$ cat src/rtl/mem_access_unit_if.sv
// Core-side request/response handshake and data-memory bus of the memory access unit.
// The unit connects through the slave modport; the core/memory side uses master.
interface mem_access_unit_if #(
  parameter int ADDR_W = 6
);
  // Core request channel
  logic              req_valid;
  logic              req_ready;
  logic              req_write;
  logic [2:0]        req_funct3;
  logic [31:0]       req_addr;
  logic [31:0]       req_wdata;
  // Core response channel
  logic              resp_valid;
  logic [31:0]       resp_rdata;
  logic              resp_err;
  // Data memory bus
  logic              mem_read;
  logic              mem_write;
  logic [ADDR_W-1:0] mem_addr;
  logic [31:0]       mem_wdata;
  logic [31:0]       mem_rdata;

  modport slave (
    input  req_valid, req_write, req_funct3, req_addr, req_wdata, mem_rdata,
    output req_ready, resp_valid, resp_rdata, resp_err,
    output mem_read, mem_write, mem_addr, mem_wdata
  );

  modport master (
    output req_valid, req_write, req_funct3, req_addr, req_wdata, mem_rdata,
    input  req_ready, resp_valid, resp_rdata, resp_err,
    input  mem_read, mem_write, mem_addr, mem_wdata
  );
endinterface

$ cat src/rtl/mem_access_unit.sv
// RV32I load/store unit in front of a word-wide data memory with a
// combinational read port. Sub-word stores are done as read-modify-write.
//
// Handshake: a request transfers at a rising edge where req_valid && req_ready.
// req_ready is high only in IDLE, so requests offered while busy are simply
// not taken (nothing is queued). resp_valid is a one-cycle pulse; resp_err
// qualifies it, and resp_rdata holds the last load result until the next load.
module mem_access_unit #(
  parameter int ADDR_W = 6
) (
  input  logic                 clk,
  input  logic                 rst_n,
  mem_access_unit_if.slave     bus,
  output logic [1:0]           dbg_state
);

  typedef enum logic [1:0] {
    IDLE = 2'd0,
    RD   = 2'd1,
    WR   = 2'd2,
    RESP = 2'd3
  } state_t;

  state_t            state;
  state_t            next_state;

  logic [ADDR_W-1:0] lat_addr;
  logic [1:0]        lat_lane;
  logic [2:0]        lat_funct3;
  logic              lat_write;
  logic [31:0]       lat_wdata;
  logic              lat_err;
  logic [31:0]       word_q;
  logic [31:0]       rdata_q;

  logic              accept;
  logic              req_bad;
  logic [7:0]        byte_sel;
  logic [15:0]       half_sel;
  logic [31:0]       load_val;
  logic [31:0]       merge_val;

  // Address bits above the memory word index are ignored by design.
  logic              unused_addr_bits;
  assign unused_addr_bits = ^bus.req_addr[31:ADDR_W+2];

  assign accept = bus.req_valid && (state == IDLE);

  // Classify the incoming request: illegal size code or misaligned address.
  always_comb begin
    req_bad = 1'b0;
    case (bus.req_funct3)
      3'b000:  req_bad = 1'b0;
      3'b001:  req_bad = bus.req_addr[0];
      3'b010:  req_bad = |bus.req_addr[1:0];
      3'b100:  req_bad = bus.req_write;
      3'b101:  req_bad = bus.req_write | bus.req_addr[0];
      default: req_bad = 1'b1;
    endcase
  end

  // State register.
  always_ff @(posedge clk) begin
    if (!rst_n) begin
      state <= IDLE;
    end else begin
      state <= next_state;
    end
  end

  // Next-state logic: errors skip memory, SW writes directly, SB/SH read first.
  always_comb begin
    next_state = state;
    case (state)
      IDLE: begin
        if (bus.req_valid) begin
          if (req_bad) begin
            next_state = RESP;
          end else if (!bus.req_write) begin
            next_state = RD;
          end else if (bus.req_funct3 == 3'b010) begin
            next_state = WR;
          end else begin
            next_state = RD;
          end
        end
      end
      RD:      next_state = lat_write ? WR : RESP;
      WR:      next_state = RESP;
      RESP:    next_state = IDLE;
      default: next_state = IDLE;
    endcase
  end

  // Latch the accepted request for the whole operation.
  always_ff @(posedge clk) begin
    if (!rst_n) begin
      lat_addr   <= '0;
      lat_lane   <= 2'b00;
      lat_funct3 <= 3'b000;
      lat_write  <= 1'b0;
      lat_wdata  <= 32'h0;
      lat_err    <= 1'b0;
    end else if (accept) begin
      lat_addr   <= bus.req_addr[ADDR_W+1:2];
      lat_lane   <= bus.req_addr[1:0];
      lat_funct3 <= bus.req_funct3;
      lat_write  <= bus.req_write;
      lat_wdata  <= bus.req_wdata;
      lat_err    <= req_bad;
    end
  end

  // Capture memory data at the RD exit edge: the old word for RMW, the load result otherwise.
  always_ff @(posedge clk) begin
    if (!rst_n) begin
      word_q  <= 32'h0;
      rdata_q <= 32'h0;
    end else if (state == RD) begin
      if (lat_write) begin
        word_q <= bus.mem_rdata;
      end else begin
        rdata_q <= load_val;
      end
    end
  end

  // Select the addressed lane of the memory word and extend it.
  always_comb begin
    byte_sel = 8'h00;
    case (lat_lane)
      2'd0:    byte_sel = bus.mem_rdata[7:0];
      2'd1:    byte_sel = bus.mem_rdata[15:8];
      2'd2:    byte_sel = bus.mem_rdata[23:16];
      default: byte_sel = bus.mem_rdata[31:24];
    endcase
    half_sel = lat_lane[1] ? bus.mem_rdata[31:16] : bus.mem_rdata[15:0];
    load_val = bus.mem_rdata;
    case (lat_funct3)
      3'b000:  load_val = {{24{byte_sel[7]}}, byte_sel};
      3'b100:  load_val = {24'h000000, byte_sel};
      3'b001:  load_val = {{16{half_sel[15]}}, half_sel};
      3'b101:  load_val = {16'h0000, half_sel};
      default: load_val = bus.mem_rdata;
    endcase
  end

  // Build the store word: full word for SW, captured word with lanes replaced for SB/SH.
  always_comb begin
    merge_val = word_q;
    case (lat_funct3)
      3'b000: begin
        case (lat_lane)
          2'd0:    merge_val[7:0]   = lat_wdata[7:0];
          2'd1:    merge_val[15:8]  = lat_wdata[7:0];
          2'd2:    merge_val[23:16] = lat_wdata[7:0];
          default: merge_val[31:24] = lat_wdata[7:0];
        endcase
      end
      3'b001: begin
        if (lat_lane[1]) begin
          merge_val[31:16] = lat_wdata[15:0];
        end else begin
          merge_val[15:0] = lat_wdata[15:0];
        end
      end
      default: merge_val = lat_wdata;
    endcase
  end

  // Outputs decoded from state; memory strobes and response are masked while in reset.
  always_comb begin
    bus.req_ready  = (state == IDLE);
    bus.mem_read   = rst_n && (state == RD);
    bus.mem_write  = rst_n && (state == WR);
    bus.mem_addr   = ((state == RD) || (state == WR)) ? lat_addr : '0;
    bus.mem_wdata  = (state == WR) ? merge_val : 32'h0;
    bus.resp_valid = rst_n && (state == RESP);
    bus.resp_err   = rst_n && (state == RESP) && lat_err;
    bus.resp_rdata = rdata_q;
    dbg_state      = state;
  end

endmodule
$ cat src/flat_wrapper.sv
// flat-port wrapper written by rule: the top's interface ports become plain ports
module mem_access_unit_flat 
#(
  parameter int ADDR_W = 6
)
  (clk, rst_n, dbg_state, bus_req_valid, bus_req_write, bus_req_funct3, bus_req_addr, bus_req_wdata, bus_mem_rdata, bus_req_ready, bus_resp_valid, bus_resp_rdata, bus_resp_err, bus_mem_read, bus_mem_write, bus_mem_addr, bus_mem_wdata);
  mem_access_unit_if #(.ADDR_W(ADDR_W)) bus_i ();
  input  logic clk;
  input  logic rst_n;
  output logic [1:0] dbg_state;
  input wire logic [$bits(bus_i.req_valid)-1:0] bus_req_valid;
  input wire logic [$bits(bus_i.req_write)-1:0] bus_req_write;
  input wire logic [$bits(bus_i.req_funct3)-1:0] bus_req_funct3;
  input wire logic [$bits(bus_i.req_addr)-1:0] bus_req_addr;
  input wire logic [$bits(bus_i.req_wdata)-1:0] bus_req_wdata;
  input wire logic [$bits(bus_i.mem_rdata)-1:0] bus_mem_rdata;
  output wire logic [$bits(bus_i.req_ready)-1:0] bus_req_ready;
  output wire logic [$bits(bus_i.resp_valid)-1:0] bus_resp_valid;
  output wire logic [$bits(bus_i.resp_rdata)-1:0] bus_resp_rdata;
  output wire logic [$bits(bus_i.resp_err)-1:0] bus_resp_err;
  output wire logic [$bits(bus_i.mem_read)-1:0] bus_mem_read;
  output wire logic [$bits(bus_i.mem_write)-1:0] bus_mem_write;
  output wire logic [$bits(bus_i.mem_addr)-1:0] bus_mem_addr;
  output wire logic [$bits(bus_i.mem_wdata)-1:0] bus_mem_wdata;
  assign bus_i.req_valid = bus_req_valid;
  assign bus_i.req_write = bus_req_write;
  assign bus_i.req_funct3 = bus_req_funct3;
  assign bus_i.req_addr = bus_req_addr;
  assign bus_i.req_wdata = bus_req_wdata;
  assign bus_i.mem_rdata = bus_mem_rdata;
  assign bus_req_ready = bus_i.req_ready;
  assign bus_resp_valid = bus_i.resp_valid;
  assign bus_resp_rdata = bus_i.resp_rdata;
  assign bus_resp_err = bus_i.resp_err;
  assign bus_mem_read = bus_i.mem_read;
  assign bus_mem_write = bus_i.mem_write;
  assign bus_mem_addr = bus_i.mem_addr;
  assign bus_mem_wdata = bus_i.mem_wdata;
  mem_access_unit #(.ADDR_W(ADDR_W)) u_core (.clk(clk), .rst_n(rst_n), .bus(bus_i), .dbg_state(dbg_state));
endmodule
$ cat config.mk
export PLATFORM = sky130hd
export DESIGN_NAME = mem_access_unit_flat
export DESIGN_NICKNAME = d
export VERILOG_FILES = /design/src/rtl/mem_access_unit_if.sv /design/src/rtl/mem_access_unit.sv /design/src/flat_wrapper.sv
export SDC_FILE = /design/constraint.sdc
export NUM_CORES = 1
export LEC_CHECK = 0
export ABC_AREA = 1
export ABC_CLOCK_PERIOD_IN_PS = 3100
export BUFFER_PORTS_ARGS = -buffer_cell sky130_fd_sc_hd__buf_2
export CORE_AREA = 2 2 105 107
export DETAILED_ROUTE_END_ITERATION = 10
export DIE_AREA = 0 0 107 109
export PLACE_DENSITY = 0.85
export SLEW_MARGIN = 40
export SYNTH_ARGS = -nofsm -noshare
export SYNTH_HDL_FRONTEND = slang
export SYNTH_SLANG_ARGS = --single-unit
$ cat constraint.sdc
create_clock -name clk -period 3.1 [get_ports clk]
set_input_delay 0.155 -clock clk [delete_from_list [all_inputs] [get_ports clk]]
set_output_delay 0.155 -clock clk [all_outputs]
set_load 0.005 [all_outputs]
==> out/results.tsv, run 1 <==
metric	value	unit
synth_area_leaders	dfxtp_1 39%, nor2_1 12%, o21ai_0 11%	
drive_gt1_frac	0.1916	
crit_start	u_core.lat_funct3[1]$_SDFFE_PN0P_	
clock-root-buffer	clkbuf_8	
syn_area	5705	sq um
grt_setup_unrepaired	false	
cp_num_buf_inv	2	
path_delay_family	simple AND/OR/NAND/NOR gates	
antenna_found_initial	0	
maxCapViolCount	0	
cts_tree	built	
hold_buffers	0	
worstSkewPairLatency	380	ps
combinationalPowerShare	0.374	
row_count	38	
numCtsBuffers	9	
dp_slack	880.8	ps
fillCellCount	1034	
worstHoldStart	bus_req_wdata[28]	
critPathLaunchType	flip-flop	
die_w	107	microns
power.total	0.004501	W
ys_seq_elements	111	
dieArea	11660	sq um
grt_pass1_vias	5546	
die_h	109	microns
cts_setup_buffers	0	
io_pins	180	
switching_share	0.4014	
routabilityCongestion	0.9415	
slowest_delay	580	ps
seq_power_share	0.428	
cts.sinks	111	
drc_errors	0	
grt_pass1_wl	26520	microns
vias_per_cell	5.403	
clk_path_buf_depth	2	
min_period	2709	ps
initialDrtViolationCount	657	
setup_viol	0	
netlist_instances	902	
synth_top_cell_by_area	dfxtp_1	
totalWireLength	16650	microns
drtAntennaViolNets	0	
clockPowerShare	0.198	
critical_path.max_fanout	22	
htree_levels	3	
cts_resized	0	
cp.arrival	2550	ps
final.setup.worst_slack	391.3	ps
vias	6289	
cp_common_cell	nand2_1	
worst_path_max_delay_cell	dfxtp_1	
dr.pass1.iters	5	
worstMarginPinSlew	807.4	ps
p_switching	0.001806	W
hold_viol_final	0	
io_buffers	155	
fin_crit_sh	0.8738	
ys_seq_area_frac	0.3895	
cellLeakagePower	3.449	nW
min_path_type	input pin to flip-flop	
wire_per_inst	14.31	microns
required	2940	ps
path_clk_slew	100	ps
slew_headroom	0.4610	
endpoint_kind	output port	
drv_slew	0	
crit_type	flip-flop to output port	
synth_nets	1009	
p_int	0.002694	W
layout-area-overhead-vs-synth	16.58	%
r2r-start	u_core.lat_funct3[1]$_SDFFE_PN0P_	
fin_skew	12.67	ps
fmax	369.2	MHz
initial_utilization	0.5381	
final.setup.tns	0	ps
fin_util	0.6273	
grt_usage	0.2840	
synth_top_cell_area_share	0.3895	
core	10600	sq um
place_hpwl	11970	microns
overflow	0	
synthDistinctLibCells	28	
avgSynthCellArea	6.325	sq um
grt_max_degree	53	
max-vdd-ir-drop	0.5126	mV
layout.nets	1125	
yosysWarnings	0	
status	completed	
powerDensity	676.6	nW/um^2
path_cells	nor2_2 -> nand2_1 -> inv_2 -> nand2_1 -> nand3_1 -> nand2_1 -> nor2_1 -> buf_2	
-- worst register-to-register path, stage by stage, from the launching register on --
cell and delay (ps):
dfxtp_1 580, inv_2 350, nand2_2 210, nor2_4 420, nand2_2 300, nand3_1 190
nand2_1 90, inv_1 60
-- power by group through the flow --
stage          Combinational [W]  Clock [W]  Sequential (W)
6_report                 0.00168   0.000892         0.00193
4_1_cts                  0.00166   0.000890         0.00192
5_1_grt                  0.00192   0.000952         0.00196
3_5_place_dp             0.00165          0         0.00195
3_3_place_gp             0.00163          0         0.00194
2_1_floorplan            0.00121          0         0.00188
-- cell families after synthesis --
group / synth area share
flip-flops: 0.3895
adder cells (fa/ha/maj): 0.008772
buffers and inverters: 0.1037
AND/OR/NAND/NOR: 0.2842
AO/OA/AOI/OAI: 0.2138
-- through the flow --
step | cell area, sq um | hold WS [ps] | std cells
floorplan | 5705 | 298.2 | 902
global placement | 6451 | 406.1 | 1147
detailed placement | 6451 | 416.2 | 1147
CTS | 6649 | 27.37 | 1163
global route | 6649 | 40.46 | 1163
finish | 6651 | 27.60 | 1164
-- worst paths after layout --
kind	end	cells past startpoint	slack (ps)
setup reg to reg	u_core.bus.resp_rdata[29]$_SDFFE_PN0P_	7	850
hold reg to reg	u_core.bus.resp_rdata[6]$_SDFFE_PN0P_	2	480
hold / removal	u_core.lat_wdata[28]$_SDFFE_PN0P_	3	30
setup / recovery	bus_mem_wdata[15]	8	390
-- cell type report --
type	count	area [sq um]	area share
Clock inverter	5	56.30	0.008465
Multi-Input combinational cell	645	2892	0.4347
Sequential cell	111	2222	0.3341
Timing Repair Buffer	162	828.3	0.1245
Clock buffer	11	141.4	0.02126
Antenna cell	1	2.502	0.0003762
Tap cell	140	175.2	0.02634
Inverter	89	334.1	0.05023
-- state kept, by name, summed over array words and instances (netlist names) --
name,cells
u_core.lat_addr,6
u_core.bus.resp_rdata,32
u_core.word_q,32
u_core.lat_write,1
u_core.lat_funct3,3
u_core.lat_lane,2
u_core.lat_wdata,32
u_core.lat_err,1
u_core.dbg_state,2
-- cell usage after synthesis, drive strengths merged --
library cell	count
o21ai	147
nor3	5
nor2	193
a21oi	77
o22ai	1
inv	88
o21bai	1
a211oi	2
clkinv	1
o211ai	8
nand4	2
ha	4
nand3	48
clkbuf	37
a31oi	1
dfxtp	111
buf	20
nand2	156
-- layer usage --
metal / GRT usage / wire (microns) / vias to the layer above / share of wire
li1: - / - / 3120 / -
met2: 0.4586 / 7548 / 298 / 0.45
met3: 0.05738 / 1454 / 44 / 0.087
met1: 0.3819 / 7236 / 2827 / 0.43
met4: 0.09462 / 414 / 0 / 0.025
met5: 0 / 0 / - / 0
-- cell usage in the layout, fill, tap and decap left out, drive strengths merged --
cell type / instances
nand3: 48
clkbuf: 11
bufinv: 1
o211ai: 8
nor3: 5
diode: 1
clkinv: 3
nor2: 193
buf: 162
inv: 89
dfxtp: 111
a211oi: 2
o21ai: 147
nand4: 2
ha: 4
clkinvlp: 1
nand2: 156
o22ai: 1
o21bai: 1
a31oi: 1
a21oi: 77
Power figures use the tool's default switching activity.
==> run 2, diff against run 1 <==
--- a/config.mk
+++ b/config.mk
@@ -7,11 +7,13 @@
 export LEC_CHECK = 0
 export ABC_AREA = 1
 export ABC_CLOCK_PERIOD_IN_PS = 3100
-export BUFFER_PORTS_ARGS = -buffer_cell sky130_fd_sc_hd__buf_2
-export CORE_AREA = 2 2 105 107
+export CELL_PAD_IN_SITES_DETAIL_PLACEMENT = 0
+export CELL_PAD_IN_SITES_GLOBAL_PLACEMENT = 1
+export CORE_AREA = 2 2 115 117
 export DETAILED_ROUTE_END_ITERATION = 10
-export DIE_AREA = 0 0 107 109
-export PLACE_DENSITY = 0.85
+export DIE_AREA = 0 0 117 119
+export DONT_BUFFER_PORTS = 1
+export PLACE_DENSITY = 0.84
 export SLEW_MARGIN = 40
 export SYNTH_ARGS = -nofsm -noshare
 export SYNTH_HDL_FRONTEND = slang
==> out/results.tsv, run 2 (synthesis results as in run 1) <==
metric	value	unit	change
maxCapViolCount	0		unchanged
cp.arrival	2490	ps	was 2550 ps
grt_pass1_wl	28170	microns	was 26,520 microns
powerDensity	709.6	nW/um^2	was 676.6 nW/um^2
cellLeakagePower	3.019	nW	was 3.449 nW
critPathLaunchType	flip-flop		unchanged
place_hpwl	12680	microns	was 11,970 microns
num_antenna_cells	0		was 1
layout-area-overhead-vs-synth	15.55	%	was 16.58%
io_buffers	0		was 155
routabilityCongestion	0.8755		was 0.9415
hold_viol_final	2		was 0
overflow	0		unchanged
vias_per_cell	5.330		was 5.403
endpoint_kind	output port		unchanged
fin_skew	9.822	ps	was 12.67 ps
status	finished with violations		was completed
power.total	0.004678	W	was 0.004501 W
drtAntennaViolNets	0		unchanged
grt_max_degree	91		was 53
slew_headroom	0.4499		was 0.4610
slowest_delay	860	ps	was 580 ps
drc_errors	0		unchanged
failed_checks	negative hold slack		
min_path_type	input pin to flip-flop		unchanged
die_w	117	microns	was 107 microns
totalWireLength	18280	microns	was 16,650 microns
fin_crit_sh	0.8537		was 0.8738
final.setup.tns	0	ps	unchanged
worst_path_max_delay_cell	dfxtp_1		unchanged
clock-root-buffer	clkbuf_16		was clkbuf_8
most-common-layout-cells	189 x nor2_1, 153 x nand2_1, 127 x o21ai_0		was 189 x nor2_1, 155 x buf_2, 153 x nand2_1
worstMarginPinSlew	824.1	ps	was 807.4 ps
initial_utilization	0.4431		was 0.5381
required	2940	ps	about the same
min_period	2646	ps	was 2709 ps
fin_util	0.5121		was 0.6273
numCtsBuffers	9		unchanged
die_h	119	microns	was 109 microns
critical_path.max_fanout	22		unchanged
seq_area	2222	sq um	unchanged
cp_common_cell	inv_2		was nand2_1
drive_gt1_frac	0.04334		was 0.1916
antenna_found_initial	0		unchanged
initialDrtViolationCount	494		was 657
path_cells	nor2_2 -> inv_2 -> a21oi_2 -> inv_2 -> o21ai_1 -> a21oi_1		was nor2_2 -> nand2_1 -> inv_2 -> nand2_1 -> nand3_1 -> nand2_1 -> nor2_1 -> buf_2
drv_slew	0		unchanged
htree_levels	3		unchanged
path_clk_slew	70	ps	was 100 ps
cts_setup_buffers	0		unchanged
wire_per_inst	16.63	microns	was 14.31 microns
final_common_cell	nor2_1		unchanged
max-vdd-ir-drop	0.3603	mV	was 0.5126 mV
grt_setup_unrepaired	false		unchanged
grt_pass1_vias	5486		was 5,546
io_pins	180		unchanged
setup_viol	0		unchanged
fmax	377.9	MHz	was 369.2 MHz
grt_usage	0.2596		was 0.2840
vias	5858		was 6,289
worstSkewPairLatency	350	ps	was 380 ps
core	12870	sq um	was 10,600 sq um
cts.sinks	111		unchanged
cts_tree	built		unchanged
clk_path_buf_depth	2		unchanged
dr.pass1.iters	5		unchanged
crit_type	flip-flop to output port		unchanged
dieArea	13920	sq um	was 11,660 sq um
multi_input_area	2892	sq um	unchanged
fillCellCount	1348		was 1,034
row_count	42		was 38
holdWs	-22.97	ps	was 27.60 ps
layout.nets	1025		was 1,125
## run 2: cell count changes in the layout (fill, tap and decap cells not counted), moves of 2 or more
cell	previous run	this run
clkinv_4	0	2
dlygate4sd3_1	0	55
clkinv_2	2	0
clkbuf_8	10	1
buf_2	155	0
clkbuf_16	0	9
## run 2: where the power goes
part           internal [W]  total [W]  leakage (nW)  switching [W]
registers           0.00171    0.00196         0.911       0.000257
logic              0.000497    0.00152          1.96        0.00103
clock network      0.000653    0.00119         0.143       0.000539
## run 2: per-stage QoR
step	hold WS, ps	cells	area, sq um	worst slack, ps
final	-22.97	1099	6593	453.7
after floorplan	298.2	902	5705	1575
after global routing	12.26	1099	6593	283.4
after global placement	302.5	1027	5713	781.1
after CTS	3.952	1099	6593	503.9
after detailed placement	303.2	1027	5713	618.9
## run 2: metal layers
layer / global-route usage / vias to the layer above / wire, microns
li1: - / 2919 / -
met4: 0.08088 / 0 / 410
met5: 0 / - / 0
met3: 0.06310 / 32 / 1501
met1: 0.3474 / 2688 / 8044
met2: 0.4115 / 219 / 8321
## run 2: worst paths after layout
path / startpoint / to / slack, ps / cells past startpoint
setup / recovery: u_core.lat_funct3[1]$_SDFFE_PN0P_ / bus_mem_wdata[7] / 450 / 6
hold / removal: bus_req_addr[7] / u_core.lat_addr[5]$_SDFFE_PN0P_ / -20 / 2
setup reg to reg: u_core.lat_funct3[1]$_SDFFE_PN0P_ / u_core.bus.resp_rdata[25]$_SDFFE_PN0P_ / 840 / 7
hold reg to reg: u_core.lat_err$_SDFFE_PN0P_ / u_core.lat_err$_SDFFE_PN0P_ / 470 / 2
## run 2: cell type report
type,instances,share of cell area
clock buffer,12,0.03739
clock inverter,4,0.008351
inverter,89,0.05067
multi-input combinational,645,0.4386
sequential,111,0.3371
tap,176,0.03340
timing repair buffer,62,0.09452
## run 2: timing repair
item,in CTS,in global routing
hold buffers,56,0
resized for setup,0,0
endpoints found under the hold margin,90,0
## run 2: worst max-delay path, delay by kind of cell (launching register included)
family	cells	cell delay (ps)
and+or+nand+nor	1	260
AOI/OAI and AO/OA	3	470
buffers and inverters	2	550
DFF	1	860
==> run 3, diff against run 2 <==
--- a/config.mk
+++ b/config.mk
@@ -9,11 +9,12 @@
 export ABC_CLOCK_PERIOD_IN_PS = 3100
 export CELL_PAD_IN_SITES_DETAIL_PLACEMENT = 0
 export CELL_PAD_IN_SITES_GLOBAL_PLACEMENT = 1
-export CORE_AREA = 2 2 115 117
+export CORE_AREA = 4 4 117 119
 export DETAILED_ROUTE_END_ITERATION = 10
-export DIE_AREA = 0 0 117 119
+export DIE_AREA = 0 0 121 123
 export DONT_BUFFER_PORTS = 1
 export PLACE_DENSITY = 0.84
+export RECOVER_POWER = 50
 export SLEW_MARGIN = 40
 export SYNTH_ARGS = -nofsm -noshare
 export SYNTH_HDL_FRONTEND = slang
==> out/results.tsv, run 3 (synthesis results as in run 1) <==
metric	value	unit	change
status	completed		was finished with violations
clock-root-buffer	clkbuf_16		unchanged
io_buffers	0		unchanged
min_path_type	input pin to flip-flop		unchanged
grt_usage	0.2501		was 0.2596
cts_tree	built		unchanged
power.total	0.004645	W	was 0.004678 W
drt-met1-wl	8006	microns	was 8044 microns
crit_end	bus_mem_wdata[15]		was bus_mem_wdata[7]
cts_resized	0		unchanged
required	2940	ps	about the same
maxCapViolCount	0		unchanged
clk_path_buf_depth	2		unchanged
slew_headroom	0.2504		was 0.4499
die_h	123	microns	was 119 microns
fmax	360.5	MHz	was 377.9 MHz
r2r-start	u_core.dbg_state[1]$_SDFFE_PN0P_		was u_core.lat_funct3[1]$_SDFFE_PN0P_
max-vdd-ir-drop	0.4389	mV	was 0.3603 mV
die_w	121	microns	was 117 microns
row_count	41		was 42
slowest_delay	580	ps	was 860 ps
totalWireLength	18870	microns	was 18,280 microns
fin_crit_sh	0.8947		was 0.8537
initialDrtViolationCount	461		was 494
place_hpwl	13190	microns	was 12,680 microns
htree_levels	3		unchanged
critPathLaunchType	flip-flop		unchanged
layout-area-overhead-vs-synth	15.77	%	was 15.55%
drv_slew	0		unchanged
num_antenna_cells	0		unchanged
vias	5964		was 5,858
cts.sinks	111		unchanged
drtAntennaViolNets	0		unchanged
endpoint_kind	output port		unchanged
fin_skew	10.02	ps	was 9.822 ps
cellLeakagePower	3.026	nW	was 3.019 nW
wl_met3	1667	microns	was 1501 microns
worstRegToRegCells	8		was 7
dr.pass1.iters	6		was 5
grt_setup_unrepaired	false		unchanged
holdWs	4.700	ps	was -22.97 ps
highest_layer	met4		unchanged
worstSkewPairLatency	360	ps	was 350 ps
worstMarginPinSlew	1120	ps	was 824.1 ps
powerDensity	703.2	nW/um^2	was 709.6 nW/um^2
r2r_setup_slack	340	ps	was 840 ps
hold_viol_final	0		was 2
fin_util	0.5255		was 0.5121
critical_path.max_fanout	22		unchanged
seq_area	2222	sq um	unchanged
numCtsBuffers	9		unchanged
final_common_cell	nor2_1		unchanged
overflow	0		unchanged
core	12570	sq um	was 12,870 sq um
routabilityCongestion	0.8659		was 0.8755
setup_viol	0		unchanged
route.met2.wl	8752	microns	was 8321 microns
path_clk_slew	80	ps	was 70 ps
io_pins	180		unchanged
path_cells	inv_1 -> nand2_2 -> nor2_4 -> nand3_1 -> nand3_1 -> nand2_1 -> nor2_1		was nor2_2 -> inv_2 -> a21oi_2 -> inv_2 -> o21ai_1 -> a21oi_1
initial_utilization	0.4540		was 0.4431
crit_start	u_core.lat_funct3[1]$_SDFFE_PN0P_		unchanged
wire_per_inst	17.16	microns	was 16.63 microns
worst_path_max_delay_cell	dfxtp_1		unchanged
dieArea	14880	sq um	was 13,920 sq um
most-common-layout-cells	190 x nor2_1, 153 x nand2_1, 128 x o21ai_0		was 189 x nor2_1, 153 x nand2_1, 127 x o21ai_0
cp.arrival	2620	ps	was 2490 ps
r2r-end	u_core.bus.resp_rdata[13]$_SDFFE_PN0P_		was u_core.bus.resp_rdata[25]$_SDFFE_PN0P_
layout.nets	1030		was 1,025
crit_type	flip-flop to output port		unchanged
grt_pass1_vias	5638		was 5,486
drive_gt1_frac	0.04095		was 0.04334
min_period	2774	ps	was 2646 ps
cp_common_cell	nand3_1		was inv_2
drc_errors	0		unchanged
final.setup.tns	0	ps	unchanged
vias_per_cell	5.422		was 5.330
cts_setup_buffers	0		unchanged
fillCellCount	1268		was 1,348
antenna_found_initial	0		unchanged
grt_max_degree	91		unchanged
multi_input_area	2884	sq um	was 2892 sq um
grt_pass1_wl	29330	microns	was 28,170 microns
-- run 3: changes by cell type in the layout (fill, tap and decap cells not counted), sizes merged --
| cell | before | now |
|---|---|---|
| buf | 7 | 4 |
| bufinv | 1 | 0 |
| clkbuf | 12 | 14 |
| clkinv | 2 | 4 |
| dlygate4sd3 | 55 | 59 |
| inv | 89 | 90 |
-- run 3: worst max-delay path: cells and delay by family (launching register included) --
kind                   cells  cell delay (ps)
AND/OR/NAND/NOR            6             1160
flip-flops                 1              580
buffers and inverters      1              510
-- run 3: repair_timing --
| action | in CTS | in global routing |
|---|---|---|
| hold endpoints to repair | 90 | 2 |
| setup endpoints to repair | 0 | 0 |
| hold buffers | 58 | 2 |
-- run 3: worst min-delay path by stage --
stage	startpoint	to	slack, ps	cells past startpoint
final	bus_req_wdata[12]	u_core.lat_wdata[12]$_SDFFE_PN0P_	5	2
after global routing	bus_mem_rdata[7]	u_core.word_q[7]$_SDFFE_PN0P_	10	2
after CTS	bus_mem_rdata[11]	u_core.word_q[11]$_SDFFE_PN0P_	0.4	2
after detailed placement	rst_n	u_core.lat_addr[4]$_SDFFE_PN0P_	310	2
after global placement	rst_n	u_core.lat_addr[0]$_SDFFE_PN0P_	310	2
after floorplan	bus_mem_rdata[16]	u_core.word_q[16]$_SDFFE_PN0P_	300	2
-- run 3: stage by stage --
step | setup slack (ps) | cells | cell area, sq um
3_3_place_gp | 893.2 | 1024 | 5715
6_report | 326.4 | 1100 | 6605
5_1_grt | 115.5 | 1100 | 6605
4_1_cts | 436.4 | 1098 | 6605
3_5_place_dp | 830.5 | 1024 | 5715
2_1_floorplan | 1575 | 902 | 5705
-- run 3: area by class of cell --
| type | instances | share of cell area |
|---|---|---|
| clock buffers | 10 | 0.03618 |
| clock inverters | 6 | 0.007956 |
| inverters | 89 | 0.05058 |
| multi-input cells | 645 | 0.4366 |
| flip-flops and latches | 111 | 0.3364 |
| well taps | 172 | 0.03258 |
| repair buffers | 67 | 0.09964 |
-- run 3: where the power goes --
group | leakage (nW) | switching [W] | internal [W]
sequential | 0.911 | 0.000266 | 0.00170
combinational | 1.97 | 0.00103 | 0.000495
clock | 0.142 | 0.000564 | 0.000581
-- run 3: layer usage --
| layer | global-route usage | vias up |
|---|---|---|
| met5 | 0 | - |
| met4 | 0.09207 | 0 |
| met3 | 0.05306 | 31 |
| met2 | 0.4047 | 241 |
| met1 | 0.3303 | 2755 |
| li1 | - | 2937 |
